### src/rtl/data_cache_delay.sv
// data_cache_delay: per-channel masked delay line with programmable latency and blanking on delay change.
// Optional saturating per-channel hit counters are built when DATA_CACHE_HITCNT_EN is defined.
module data_cache_delay #(
    parameter int NCH = 4,
    parameter int DW = 32,
    parameter int MAXDEPTH = 16,
    parameter int DLY_W = 4
) (
    input  logic               clk,
    input  logic               reset,
    input  logic [NCH*DW-1:0]  input_data,
    input  logic [NCH-1:0]     empties,
    input  logic [NCH-1:0]     ch_mask,
    input  logic [DLY_W-1:0]   delay,
    input  logic               clr_count,
    output logic [NCH*DW-1:0]  output_data,
    output logic [NCH-1:0]     hitflags,
    output logic [NCH*16-1:0]  hit_count,
    output logic               blanking
);
    logic [NCH*DW-1:0] word;
    logic [NCH-1:0]    hit;
    logic [NCH*DW-1:0] pdata [MAXDEPTH];
    logic [NCH-1:0]    phit [MAXDEPTH];
    logic [DLY_W-1:0]  delay_q;
    logic [DLY_W:0]    blank_cnt;

    assign hit = ~empties & ~ch_mask;
    for (genvar c = 0; c < NCH; c++) begin : g_word
        assign word[c*DW +: DW] = hit[c] ? input_data[c*DW +: DW] : '0;
    end

    always_ff @(posedge clk) begin
        if (reset) begin
            for (int i = 0; i < MAXDEPTH; i++) begin
                pdata[i] <= '0;
                phit[i]  <= '0;
            end
            delay_q   <= delay;
            blank_cnt <= '0;
        end else begin
            pdata[0] <= word;
            phit[0]  <= hit;
            for (int i = 1; i < MAXDEPTH; i++) begin
                pdata[i] <= pdata[i-1];
                phit[i]  <= phit[i-1];
            end
            delay_q   <= delay;
            blank_cnt <= (delay != delay_q) ? (DLY_W+1)'(MAXDEPTH) :
                         (blank_cnt != '0) ? blank_cnt - 1'b1 : blank_cnt;
        end
    end

    // Outputs are muxed from pipeline registers only, so input never reaches output combinationally.
    assign blanking    = blank_cnt != '0;
    assign output_data = blanking ? '0 : pdata[delay_q];
    assign hitflags    = blanking ? '0 : phit[delay_q];

`ifdef DATA_CACHE_HITCNT_EN
    for (genvar c = 0; c < NCH; c++) begin : g_cnt
        logic [15:0] cnt;
        always_ff @(posedge clk) begin
            if (reset || clr_count)
                cnt <= '0;
            else if (hitflags[c] && cnt != 16'hFFFF)
                cnt <= cnt + 1'b1;
        end
        assign hit_count[c*16 +: 16] = cnt;
    end
`else
    assign hit_count = '0;
`endif
endmodule

### config.mk
export PLATFORM = sky130hd
export DESIGN_NAME = data_cache_delay
export DESIGN_NICKNAME = d
export VERILOG_FILES = /design/src/rtl/data_cache_delay.sv
export SDC_FILE = /design/constraint.sdc
export NUM_CORES = 2
export LEC_CHECK = 0
export CELL_PAD_IN_SITES_DETAIL_PLACEMENT = 1
export CELL_PAD_IN_SITES_GLOBAL_PLACEMENT = 2
export CORE_AREA = 3 3 406 408
export DETAILED_ROUTE_END_ITERATION = 10
export DIE_AREA = 0 0 409 411
export PLACE_DENSITY = 0.86
export RECOVER_POWER = 25
export REMOVE_ABC_BUFFERS = 1
export SKIP_CTS_REPAIR_TIMING = 1
export SYNTH_ARGS = -nofsm -noshare
export SYNTH_HDL_FRONTEND = slang
export SYNTH_SLANG_ARGS = --single-unit
### constraint.sdc
create_clock -name clk -period 3.3 [get_ports clk]
set_input_delay 0.66 -clock clk [delete_from_list [all_inputs] [get_ports clk]]
set_output_delay 0.66 -clock clk [all_outputs]
set_load 0.03 [all_outputs]
# ---- Word-level counts from Yosys, hierarchy flattened
# Memory sizes are Yosys's and may differ from the RTL's. A register that Yosys moved wholly into a read port is not among the register bits.
# Cells that the tools add are included.
dict set report classes {
  add_sub_neg 1
  eq_ne 1
  muxes 43
  bitwise_logic 35
  reduce_logical 3
}
# operator count
set ops {}
lappend ops {{two-way mux 128 bit} 17}
lappend ops {{two-way mux 32 bit} 4}
lappend ops {{two-way mux 4 bit} 17}
lappend ops {{OR 1 bit} 32}
lappend ops {{two-way mux 5 bit} 2}
lappend ops {{inverter 4 bit} 2}
lappend ops {{nonzero test 5 bit} 1}
lappend ops {{subtractor 5 x 1 -> 5 bit (second input constant)} 1}
lappend ops {{bitwise AND 4 bit} 1}
lappend ops {{inequality test 4 bit} 1}
lappend ops {{two-way mux 1 bit} 3}
lappend ops {{nonzero test 2 bit} 1}
lappend ops {{OR reduction 2 bit} 1}
dict set report word_totals {
  regBits 9
  ram_bits 2112
  input_bits 143
  wordCells 88
  memories 2
}
# name depth width rd rd_ports_with_merged_regs write_ports line_no
set mem_list {}
lappend mem_list {pdata 16 128 16 1 16 23} ;# logic [NCH*DW-1:0] pdata [MAXDEPTH];
lappend mem_list {phit 16 4 16 1 16 24} ;# logic [NCH-1:0] phit [MAXDEPTH];

# ---- Longest topological paths before layout
dict set report depth {
  depth_word 4
  ltp_mapped 10
  depth_no_buf 7
}

# ---- Worst setup path after synthesis
# Ideal clock, no wire load.
dict set report synth_path {
  path_kind {register -> output}
  start {reg delay_q[1] (netlist name)}
  end {out hitflags[2]}
  arrival_time_ns 1.972
  required_ns 2.640
  path_slack_ns 0.668
  stages_incl_launch_ff 6
  n_path_buf 3
  cell_sequence {dfxtp_1 buf_2 clkbuf_1 clkbuf_1 mux2i_1 o31ai_1}
}
# item line_no
set synth_rtl {}
lappend synth_rtl {{to (decl)} 17} ;# output logic [NCH-1:0] hitflags,

# ---- Worst setup path after layout
dict set report layout_path {
  start {reg blank_cnt[0]}
  end {out output_data[107]}
}
dict set report layout_via {
  elab_chain_cells 2
}
# item line_no
set layout_lines {}
lappend layout_lines {{from (decl)} 26} ;# logic [DLY_W:0] blank_cnt;
lappend layout_lines {{from (signal assigned)} 49} ;# blank_cnt <= (delay != delay_q) ? (DLY_W+1)'(MAXDEPTH) :
lappend layout_lines {{nonzero test 5 bit} 55} ;# assign blanking = blank_cnt != '0;
lappend layout_lines {{two-way mux 128 bit} 56} ;# assign output_data = blanking ? '0 : pdata[delay_q];
lappend layout_lines {{to (decl)} 16} ;# output logic [NCH*DW-1:0] output_data,
# Every way passes these cells.

==> qor.csv <==
stage,metric,value,unit
run_status,status,finished with violations,
run_status,failing checks,"max-capacitance violations, max-slew violations, negative setup slack",
synth,synth warn,0,
sta,Pins Over Slew Limit,104,
floorplan,Initial Utilization,44.73,%
detailed_routing,iteration count of the initial detailed-routing pass,6,
synth,mux contribution to synthesized area,16.42,%
synth,sequential share of the synthesized area,58.58,%
detailed_routing,routed vias,41880,
sta,highest clock rate,274.1,MHz
power,Power Dens Cells,595.1,mW/mm²
synth,"area leader, netlist",dfxtp_1,
hold_path,hold path start,input_data[46],
layout,Nets,6163,
clock_network,# H-tree levels,4,
setup_path,CP cell instances,inv_2 > ha_4 > nor4b_4 > inv_2 > nor3b_4 > buf_12 > clkbuf_16 > clkbuf_16 > a22oi_2 > nand2_2 > buf_6,
power,Clock power frac,46.3,%
setup_path,R2R cell count,7,
placed_design,number of port buffers,274,
global_route,antenna violations before repair,8,
power,VDD IR max,0.5327,mV
placed_design,dpl hpwl,96080,µm
setup_path,CP Class,flop to output port,
floorplan,Die Width,409,µm
setup_path,Critical Path AT,2.99,ns
clock_network,CTS tree,built,
detailed_routing,detail-routed via count per cell,5.000,
sta,RSZ-0062 raised after global routing,yes,
synth,Mapped Cells,5665,
sta,Final Hold Fails,0,
synth,"Avg Cell Area, Syn",12.79,µm²
detailed_routing,Remaining DRCs,0,
placed_design,pre-CTS WS,-0.03344,ns
synth,largest family of logic cells by synthesized area,simple AND/OR/NAND/NOR gates,
sta,Final Skew,0.04215,ns
sta,Slew @ Worst Pin,3.106,ns
hold_path,Hold WC Path Type,input pin to flop,
power,switching power,11.66,mW
synth,Yosys reg bits,2121,
global_route,first-pass GRT wire length,251900,µm
detailed_routing,DRT iter0 DRCs,2213,
flow_run,max-cap viol count,1,
layout,fillers,15810,
synth,Post-Synthesis Cell Area,0.07248,mm²
detailed_routing,WL final,168400,µm
detailed_routing,antenna-violating nets left,0,
power,switching portion of total power,22.27,%
sta,final worst-path setup slack,-0.3477,ns
setup_path,critical path startpoint,blank_cnt[0]$_SDFFE_PP0P_,
power,Internal,40.69,mW
global_route,largest net degree at the start of global routing,175,
detailed_routing,WL per Instance,20.10,µm
setup_path,"slowest stage delay, CP",0.33,ns
clock_network,cts bufs inserted,213,
global_route,grt total ovfl,0,
sta,Max transition margin,-107.1,%
setup_path,R2R Path Start,delay_q[0]$_DFF_P_,
setup_path,slowest cell on the critical path,dfxtp_2,
setup_path,reg2reg end,blank_cnt[1]$_SDFFE_PP0P_,
clock_network,# clock sinks,2121,
setup_path,CP Launch Type,flop,
setup_path,Required @ worst endpoint,2.64,ns
clock_network,CTS root buf,clkbuf_16,
setup_path,flop-to-flop setup slack,1.17,ns
global_route,total track usage,18.69,%
floorplan,Vert. Die Dim,411,µm
layout,post-route core utilization,54.29,%
synth,main area contributors after synthesis,"dfxtp_1 59%, nor2b_1 17%, mux4_2 16%",
synth,Simple-Gate Fraction of Synth Area,19.12,%
clock_network,clk_lat worst skew,0.82,ns
clock_network,Worst-path clk slew,0.06,ns
power,sequential power share,49.3,%
power,Lkg Pwr,33.67,nW
sta,Final Setup Violations,239,
synth,Yosys top cell area share,58.58,%
layout,layout cell share with drive strength beyond 1,22.88,%
floorplan,core outline area,0.1620,mm²
floorplan,die area,0.1681,mm²
setup_path,crit path max fanout,7,
sta,fin crit share,110.5,%
synth,Adder-Cell Fraction of Synth Area,0.01726,%
floorplan,# IOs,340,
hold_path,hold endpoint,pdata[0][46]$_SDFF_PP0_,
hold_path,hold path depth,2,
synth,XOR/XNOR Fraction of Synth Area,0.07250,%
synth,compound-gate portion of the synthesized area,2.759,%
placed_design,GPL Wtd Cong,0.7313,
layout,area grow syn2layout,21.36,%
clock_network,Bufs on Longest Clock Path,3,
global_route,vias in the first global route,44630,
sta,post-layout minimum cycle time,3.648,ns
floorplan,Core Rows,148,
power,Comb power frac,4.5,%
synth,"Distinct cells, synth",30,
setup_path,crit path capture type,output port,
per-layer routing:
layer  track usage, %  share of wire [%]  up-vias
li1                 -                  -    19720
met2            31.51                 48      638
met3            3.439                3.8      239
met5                0              0.061        -
met4            4.820                2.4        4
met1            24.80                 45    21280
synth_stat cells:
| master | count |
|---|---|
| and2_1 | 128 |
| nand2b_1 | 2 |
| a21oi_1 | 1 |
| mux2i_1 | 1 |
| buf_2 | 85 |
| nor4b_4 | 1 |
| mux4_2 | 528 |
| buf_1 | 2 |
| o21ai_0 | 1 |
| xor2_1 | 4 |
| clkbuf_1 | 311 |
| a22oi_1 | 263 |
| nor3_2 | 2 |
| nand2_1 | 131 |
| buf_6 | 1 |
| o31ai_1 | 1 |
| buf_4 | 76 |
| ha_1 | 1 |
| nor3_1 | 8 |
| nor2b_1 | 1980 |
| inv_1 | 2 |
| conb_1 | 1 |
| nor2_1 | 3 |
| a211oi_1 | 1 |
| nor4_1 | 1 |
| and3_1 | 2 |
| inv_2 | 1 |
| nor3b_2 | 4 |
| dfxtp_1 | 2121 |
| xnor2_1 | 2 |
worst max-delay path: cells and delay by family (launching register included):
kind	cells	cell delay [ns]
AO/OA/AOI/OAI	1	0.07
adder cells (fa/ha/maj)	1	0.13
buffers and inverters	6	0.93
flip-flops	1	0.33
AND/OR/NAND/NOR	3	0.68
through the flow:
step | TNS [ns] | std cells | total power [mW] | area [µm²] | hold slack (ns)
after global placement | 0 | 7855 | 28.36 | 78200 | 0.4366
after CTS | -95.01 | 8248 | 52.69 | 85350 | 0.2835
after floorplan | -2792.84 | 5253 | 27.42 | 70530 | 0.4324
after global routing | -95.72 | 8372 | 54.31 | 87950 | 0.3270
final | -43.48 | 8376 | 52.35 | 87960 | 0.3903
after detailed placement | -0.05130 | 7855 | 28.38 | 78200 | 0.4481
registers in the layout, summed over array words and instances, names as in the netlist:
register	flops
delay_q	4
blank_cnt	5
phit	64
pdata	2048
layout make-up:
| cell class | count | area, µm² | area share [%] |
|---|---|---|---|
| flip-flops and latches | 2121 | 42470 | 48.29 |
| multi-input cells | 3129 | 28630 | 32.55 |
| repair buffers | 551 | 6968 | 7.922 |
| clock buffers | 324 | 6329 | 7.195 |
| well taps | 2175 | 2721 | 3.094 |
| clock inverters | 69 | 815.8 | 0.9274 |
| inverters | 3 | 11.26 | 0.01280 |
| diodes | 4 | 10.01 | 0.01138 |
how the worst max path moves through the flow:
stage	slack [ns]	cells past startpoint	to
5_1_grt	-0.55	11	output_data[107]
4_1_cts	-0.97	10	output_data[96]
3_5_place_dp	-0.03	10	output_data[96]
2_1_floorplan	-21.10	3	hitflags[2]
3_3_place_gp	0.02	10	output_data[96]
6_report	-0.35	11	output_data[107]
cells by family after synthesis:
logic type      Yosys count
simple gates           2262
flops                  2121
mux                     529
buf+inv                 478
compound gates          267
xor+xnor                  6
fa+ha+maj                 1
other cells               1
cell usage in the layout (no fill, tap or decap), types with 5 or more instances in the layout:
cell	Yosys	routed
inv_6	0	5
a22oi_1	263	188
buf_6	1	111
bufinv_16	0	9
dfxtp_1	2121	2116
clkinv_16	0	5
and2_0	0	5
clkbuf_2	0	14
nand2_2	0	43
mux4_2	528	528
buf_12	0	106
nand2_1	131	87
conb_1	1	64
clkbuf_16	0	239
clkbuf_8	0	57
clkdlybuf4s50_1	0	136
buf_16	0	14
buf_8	0	7
and2_1	128	123
clkbuf_1	311	55
nor2b_1	1980	1980
a22oi_2	0	75
clkinv_2	0	39
inv_16	0	5
buf_4	76	125
power by group through the flow:
stage | clock, mW | sequential (mW) | combinational (mW)
finish | 24.2 | 25.8 | 2.34
global route | 26.0 | 25.8 | 2.50
CTS | 24.9 | 25.8 | 2.04
detailed placement | 0 | 26.4 | 2.03
global placement | 0 | 26.3 | 2.02
floorplan | 0 | 26.5 | 0.874
Note: power is estimated with default switching activity, not from simulation.
